**config.mk**
```make
export PLATFORM = sky130hd
export DESIGN_NAME = msg_asm
export DESIGN_NICKNAME = d
export VERILOG_FILES = /design/src/rtl/msg_asm.sv
export SDC_FILE = /design/constraint.sdc
export NUM_CORES = 1
export LEC_CHECK = 0
export BUFFER_PORTS_ARGS = -buffer_cell sky130_fd_sc_hd__clkbuf_2
export CAP_MARGIN = 20
export CORE_ASPECT_RATIO = 0.75
export CORE_MARGIN = 2
export CORE_UTILIZATION = 54
export CTS_CLUSTER_DIAMETER = 40
export DETAILED_ROUTE_END_ITERATION = 10
export PLACE_DENSITY = 0.78
export SYNTH_ARGS = -nofsm -noshare
export SYNTH_HDL_FRONTEND = slang
export SYNTH_SLANG_ARGS = --single-unit
```
**constraint.sdc**
```tcl
create_clock -name clk -period 2.45 [get_ports clk]
set_clock_uncertainty 0.05 [all_clocks]
set_input_delay 0.49 -clock clk [delete_from_list [all_inputs] [get_ports clk]]
set_output_delay 0.49 -clock clk [all_outputs]
set_load 0.05 [all_outputs]
```
**src/rtl/msg_asm.sv**
```systemverilog
// Message assembler: packs WORDS_PER_PACKET serial words (first word = MSW) into one
// packet behind a valid/ready holding register. Define MSG_ASM_TIMEOUT_EN for the idle timeout.
module msg_asm #(
    parameter int WORD_SIZE        = 8,
    parameter int WORDS_PER_PACKET = 4,
    parameter int TIMEOUT_CYCLES   = 1000
) (
    input  logic                                  clk,
    input  logic                                  reset,
    input  logic [WORD_SIZE-1:0]                  data_in,
    input  logic                                  data_in_valid,
    output logic [WORD_SIZE*WORDS_PER_PACKET-1:0] data_out,
    output logic                                  data_out_valid,
    input  logic                                  data_out_ready,
    output logic                                  busy,
    output logic                                  overrun,
    output logic                                  timeout
);

    localparam int PW = WORD_SIZE * WORDS_PER_PACKET;
    // Only the leading words are stored; the final word comes straight from data_in.
    localparam int SW = WORD_SIZE * (WORDS_PER_PACKET - 1);
    localparam int CW = $clog2(WORDS_PER_PACKET);

    typedef enum logic {C_IDLE, C_COLLECT} colState_t;
    typedef enum logic {O_EMPTY, O_FULL} outState_t;

    colState_t         colState_q, colState_d;
    outState_t         outState_q, outState_d;
    logic [SW-1:0]     shift_q, shift_d;
    logic [CW-1:0]     count_q, count_d;
    logic [PW-1:0]     data_q, data_d;
    logic              busy_q, busy_d;
    logic              overrun_q, overrun_d;
    logic              timeout_q, timeout_d;
    logic              complete;
    logic              expire;
    logic [PW-1:0]     packet;

`ifdef MSG_ASM_TIMEOUT_EN
    localparam int IW = $clog2(TIMEOUT_CYCLES + 1);

    logic [IW-1:0] idle_q, idle_d;

    always_comb begin
        idle_d = idle_q;
        expire = 1'b0;
        if (data_in_valid || (count_q == '0)) begin
            idle_d = '0;
        end else if (idle_q == IW'(TIMEOUT_CYCLES - 1)) begin
            idle_d = '0;
            expire = 1'b1;
        end else begin
            idle_d = idle_q + IW'(1);
        end
    end

    always_ff @(posedge clk or posedge reset) begin
        if (reset) begin
            idle_q <= '0;
        end else begin
            idle_q <= idle_d;
        end
    end
`else
    // Without the idle counter a partial packet simply waits forever.
    assign expire = (TIMEOUT_CYCLES < 0);
`endif

    assign packet = {shift_q, data_in};

    always_comb begin
        colState_d = colState_q;
        outState_d = outState_q;
        shift_d    = shift_q;
        count_d    = count_q;
        data_d     = data_q;
        overrun_d  = 1'b0;
        timeout_d  = expire;
        complete   = 1'b0;

        case (colState_q)
            C_IDLE: begin
                if (data_in_valid) begin
                    shift_d    = SW'(data_in);
                    count_d    = CW'(1);
                    colState_d = C_COLLECT;
                end
            end
            C_COLLECT: begin
                if (data_in_valid) begin
                    if (count_q == CW'(WORDS_PER_PACKET - 1)) begin
                        complete   = 1'b1;
                        count_d    = '0;
                        colState_d = C_IDLE;
                    end else begin
                        shift_d = (shift_q << WORD_SIZE) | SW'(data_in);
                        count_d = count_q + CW'(1);
                    end
                end else if (expire) begin
                    count_d    = '0;
                    colState_d = C_IDLE;
                end
            end
        endcase

        // A full holding register can only take a new packet if it drains this cycle.
        case (outState_q)
            O_EMPTY: begin
                if (complete) begin
                    data_d     = packet;
                    outState_d = O_FULL;
                end
            end
            O_FULL: begin
                if (complete) begin
                    if (data_out_ready) begin
                        data_d = packet;
                    end else begin
                        overrun_d = 1'b1;
                    end
                end else if (data_out_ready) begin
                    outState_d = O_EMPTY;
                end
            end
        endcase

        busy_d = (count_d != '0);
    end

    always_ff @(posedge clk or posedge reset) begin
        if (reset) begin
            colState_q <= C_IDLE;
            outState_q <= O_EMPTY;
            shift_q    <= '0;
            count_q    <= '0;
            data_q     <= '0;
            busy_q     <= 1'b0;
            overrun_q  <= 1'b0;
            timeout_q  <= 1'b0;
        end else begin
            colState_q <= colState_d;
            outState_q <= outState_d;
            shift_q    <= shift_d;
            count_q    <= count_d;
            data_q     <= data_d;
            busy_q     <= busy_d;
            overrun_q  <= overrun_d;
            timeout_q  <= timeout_d;
        end
    end

    assign data_out       = data_q;
    assign data_out_valid = (outState_q == O_FULL);
    assign busy           = busy_q;
    assign overrun        = overrun_q;
    assign timeout        = timeout_q;

endmodule

```
### Yosys cells after proc, flatten, opt, wreduce, memory -nomap -nowiden

Cells that the tools add are included.
W data, S select, Z words.

| word-level totals | value |
|---|---|
| bits in registers | 62 |
| bits of input ports | 12 |
| output and inout port bits | 36 |
| word-level logic and storage cells | 46 |

| operators by class | value |
|---|---|
| add/sub/neg operators | 1 |
| equality and inequality tests | 7 |
| muxes and demuxes | 25 |
| bitwise logic cells | 3 |
| reduce and logical (&&, ||, !) cells | 3 |

Operator list:

| kind | number |
|---|---|
| $mux W32 | 3 |
| $mux W24 | 3 |
| $pmux W32 S2 | 1 |
| $pmux W24 S2 | 1 |
| $or A24 B8 Y24 | 1 |
| $mux W1 | 11 |
| $ne A2 B2 Y1 const B | 5 |
| $mux W2 | 3 |
| $reduce_and A3 Y1 | 2 |
| $pmux W1 S2 | 2 |
| $pmux W2 S2 | 1 |
| $add A2 B1 Y2 const B | 1 |
| $eq A2 B2 Y1 const B | 1 |
| $ne A2 B1 Y1 const B | 1 |
| $not A1 Y1 | 2 |
| $reduce_bool A2 Y1 | 1 |

### Depth between registers and ports, before layout

| depth | value |
|---|---|
| depth in word-level cells | 6 |
| mapped depth | 6 |
| depth with buffers taken out | 4 |

### Least setup slack after synthesis

No wires, ideal clock.

| path | value |
|---|---|
| path type | register to register |
| start | reg outState_q, in the netlist data_out_valid |
| end | reg data_q[0], in the netlist data_out[0] |
| library setup time | 0.125 ns |
| data arrival time | 1.470 ns |
| data required time | 2.275 ns |
| slack | 0.805 ns |
| cell stages (with the launch flop) | 6 |
| buffers on the path | 2 |
| clock period less this slack | 1.645 ns |
| cells stage by stage | dfrtp_1 -> nand2b_1 -> nor2b_2 -> buf_6 -> buf_12 -> mux2_4 |

| between the ends | value |
|---|---|
| word-level cells in the longest chain between the ends | 3 |
| elaborated cells between the ends (all ways) | 6 |
| classes of those cells | eq/ne (3); mux (1); bitwise (1); reduce/logical (1) |

Ends and longest elaborated chain:

| element | RTL line | RTL |
|---|---|---|
| start, declared | 29 | `outState_t outState_q, outState_d;` |
| start signal, assigned | 143 | `outState_q <= outState_d;` |
| $not A1 Y1 | n/a |  |
| $ne A2 B2 Y1 (no line) | n/a |  |
| $reduce_and A3 Y1 (no line) | n/a |  |
| end signal, assigned | 146 | `data_q <= data_d;` |
| end, declared | 32 | `logic [PW-1:0] data_q, data_d;` |

Parallel ways exist; a longest one is shown, timed or not.
A chain may end at the register's enable or synchronous reset.

### Worst setup path after layout

| path | value |
|---|---|
| start | reg count_q[0] |
| end | reg shift_q[19] |

| between the ends | value |
|---|---|
| word-level cells in the longest chain between the ends | 3 |

Ends and longest elaborated chain:

| element | RTL line | RTL |
|---|---|---|
| start, declared | 31 | `logic [CW-1:0] count_q, count_d;` |
| start signal, assigned | 145 | `count_q <= count_d;` |
| $eq A2 B2 Y1 | 92 | `if (count_q == CW'(WORDS_PER_PACKET - 1)) begin` |
| $ne A2 B2 Y1 (no line) | n/a |  |
| $reduce_and A3 Y1 (no line) | n/a |  |
| end signal, assigned | 144 | `shift_q <= shift_d;` |
| end, declared | 30 | `logic [SW-1:0] shift_q, shift_d;` |

Every way passes these cells.

==> impl_results.md <==
* TritonCTS sink count at 62
* Mapped Nets at 159
* Largest net degree at the start of global routing at 34
* Number of buffers and inverters on the critical path at 0
* Met1 GRT Util at 27.3%
* GR Util met3 at 8.67%
* Layout Nets at 211
* PortBufs at 46
* Max Fclk at 0.537 GHz
* IO Pins at 48
* Seq/Total Area, Yosys at 62.8%
* Vias at 1,404
* Vias in the first global route at 1,511
* Drt pass-1 iters at 4
* H-tree depth at 3
* DRT iter0 DRCs at 89
* Die Height at 62.6 um
* Post-synthesis cell area at 2470 um^2
* Die area at 5140 um^2
* GRT Max-Usage Layer: met2
* Global-route wire length before repair at 7.61 mm
* Slowest stage delay, CP at 0.81 ns
* Final hold vios at 0
* Routed Antenna Nets at 0
* Starting Density at 55.6%
* DP HPWL at 2.94 mm
* CTS tree: done
* CP max stage cell: nor2_1
* Crit-path leading delay family: simple AND/OR/NAND/NOR gates
* Drt wl/cell at 17.6 um
* Clk Latency, worst-skew pair at 0.34 ns
* Final wirelength at 4.57 mm
* Worst flop-to-flop path startpoint: count_q[0]$_DFF_PP0_
* Synth top area share at 62.8%
* Met2 Usage GRT at 29.9%
* Std cell rows at 21
* Final core utilization at 66.4%
* Synth Area per Inst at 16.9 um^2
* Post-CTS setup buffer count at 0
* Main area contributors after synthesis: dfrtp_1 63%, mux2_4 18%, a22o_1 5.7%
* Final slew viol count at 0
* Vias/cell at 5.40
* Yosys Warn Count at 0
* Final setup TNS at 0 ns
* Slew headroom at 30.4%
* End of the critical path: shift_q[19]$_DFFE_PP0P_
* Most frequent cells in the layout: 62 x dfrtp_1, 46 x clkbuf_2, 30 x mux2_4, 16 x a22o_1, 10 x mux2_2
* Post-route clock period utilization at 76.0%
* Area leader, netlist: dfrtp_1
* R2r setup slk at 0.59 ns
* Reg2reg end: shift_q[19]$_DFFE_PP0P_
* Reg clk slew, reported paths at 0.07 ns
* Synth Instances at 146
* RSZ-0062 raised after global routing: false
* Fin area at 2950 um^2
* WP data required at 2.68 ns
* Outcome: finished, final reports clean
* Post-cts resize count at 0
* Worst Max-Slew Pin Slew at 1.04 ns
* Netlist cell types at 21
* Max FO, Critical Path at 16
* Critical Path End Type: flip-flop
* Crit start category: flip-flop
* Crit-path cells: ha_1 > nor2_1 > a22o_1
* Placed instance area at 2710 um^2
* Num CTS Buffers at 9
* Min Tclk post-route at 1.86 ns
* Hold-fix buffers at CTS at 0
* Initial antenna violation count at 0
* WS Path Type: flip-flop to flip-flop
* Longest Clk Path Bufs at 2
* Setup-failing EPs final at 0
* Core box area at 4440 um^2
* Path type of the worst min-delay path: input pin to async pin
* Chip width at 82.1 um
* Reg2reg path depth at 3
* Remaining DRCs at 0
* Overall Global Routing Usage at 20.3%
* Layout cell share with drive strength beyond 1 at 54.2%
* Layout overhead on the synthesized area at 19.4%
* Critical path startpoint: count_q[0]$_DFF_PP0_
* ANT cells at 0
* Yosys reg bits at 62
* Clock root buffer: clkbuf_8
* Stages on the worst setup path at 3
* Routability Congestion at 0.770
* Total gr overflow at 0
* Commonest non-fill, non-tap cell in the layout: dfrtp_1
* Worst EP arrival at 2.09 ns
* MaxCap Viol Count at 0
[layer usage]
metal	vias up	wire length [um]
met5	-	0
met4	0	27
met1	729	2050
met2	46	2180
met3	4	311
li1	625	-
[registers in the layout (all words and copies together) (netlist names)]
| register | cells |
|---|---|
| busy | 1 |
| colState_q | 1 |
| count_q | 2 |
| data_out | 32 |
| data_out_valid | 1 |
| overrun | 1 |
| shift_q | 24 |
[cell type report]
class / instances / area (um^2)
Tap cell: 57 / 71.3
Timing Repair Buffer: 50 / 273
Sequential cell: 62 / 1550
Multi-Input combinational cell: 73 / 811
Inverter: 2 / 7.51
Fill cell: 325 / 1490
Clock inverter: 7 / 113
Clock buffer: 9 / 124
[cells in the mapped netlist, drive strengths merged]
library cell	number
dfrtp	62
mux2	40
a22o	16
buf	9
nand2	4
inv	2
nand3	2
nor2	2
o21a	2
conb	1
ha	1
nand2b	1
nor2b	1
o211ai	1
o21ai	1
or2	1
[worst min path at each step]
stage,slack [ns],to,from
after global placement,0.44,shift_q[22]$_DFFE_PP0P_,shift_q[22]$_DFFE_PP0P_
after CTS,0.19,count_q[0]$_DFF_PP0_,reset
after global routing,0.22,shift_q[8]$_DFFE_PP0P_,reset
final,0.17,count_q[0]$_DFF_PP0_,reset
after floorplan,0.42,shift_q[22]$_DFFE_PP0P_,shift_q[22]$_DFFE_PP0P_
after detailed placement,0.45,data_out[25]$_DFFE_PP0P_,data_out[25]$_DFFE_PP0P_
[stage by stage]
stage | setup slack, ns | cells | hold slack, ns
2_1_floorplan | 0.369 | 146 | 0.417
3_3_place_gp | 0.712 | 244 | 0.442
3_5_place_dp | 0.614 | 244 | 0.445
4_1_cts | 0.592 | 260 | 0.189
5_1_grt | 0.438 | 260 | 0.219
6_report | 0.587 | 260 | 0.165
[cells by family after synthesis]
| family | count (synthesis) | synth area share (%) |
|---|---|---|
| flip-flops | 62 | 62.8 |
| multiplexers | 40 | 22.8 |
| AO/OA/AOI/OAI | 20 | 6.78 |
| buffers and inverters | 11 | 4.61 |
| AND/OR/NAND/NOR | 11 | 2.38 |
| adder cells (fa/ha/maj) | 1 | 0.506 |
| other | 1 | 0.152 |
[worst reg2reg max path, cell delays in order (launching register included)]
cell	delay (ns)
dfrtp_1	0.40
ha_1	0.26
nor2_1	0.81
a22o_1	0.27
Power is not shown: default switching activity piles up to over one toggle a cycle in this logic, so the estimate is an artifact.
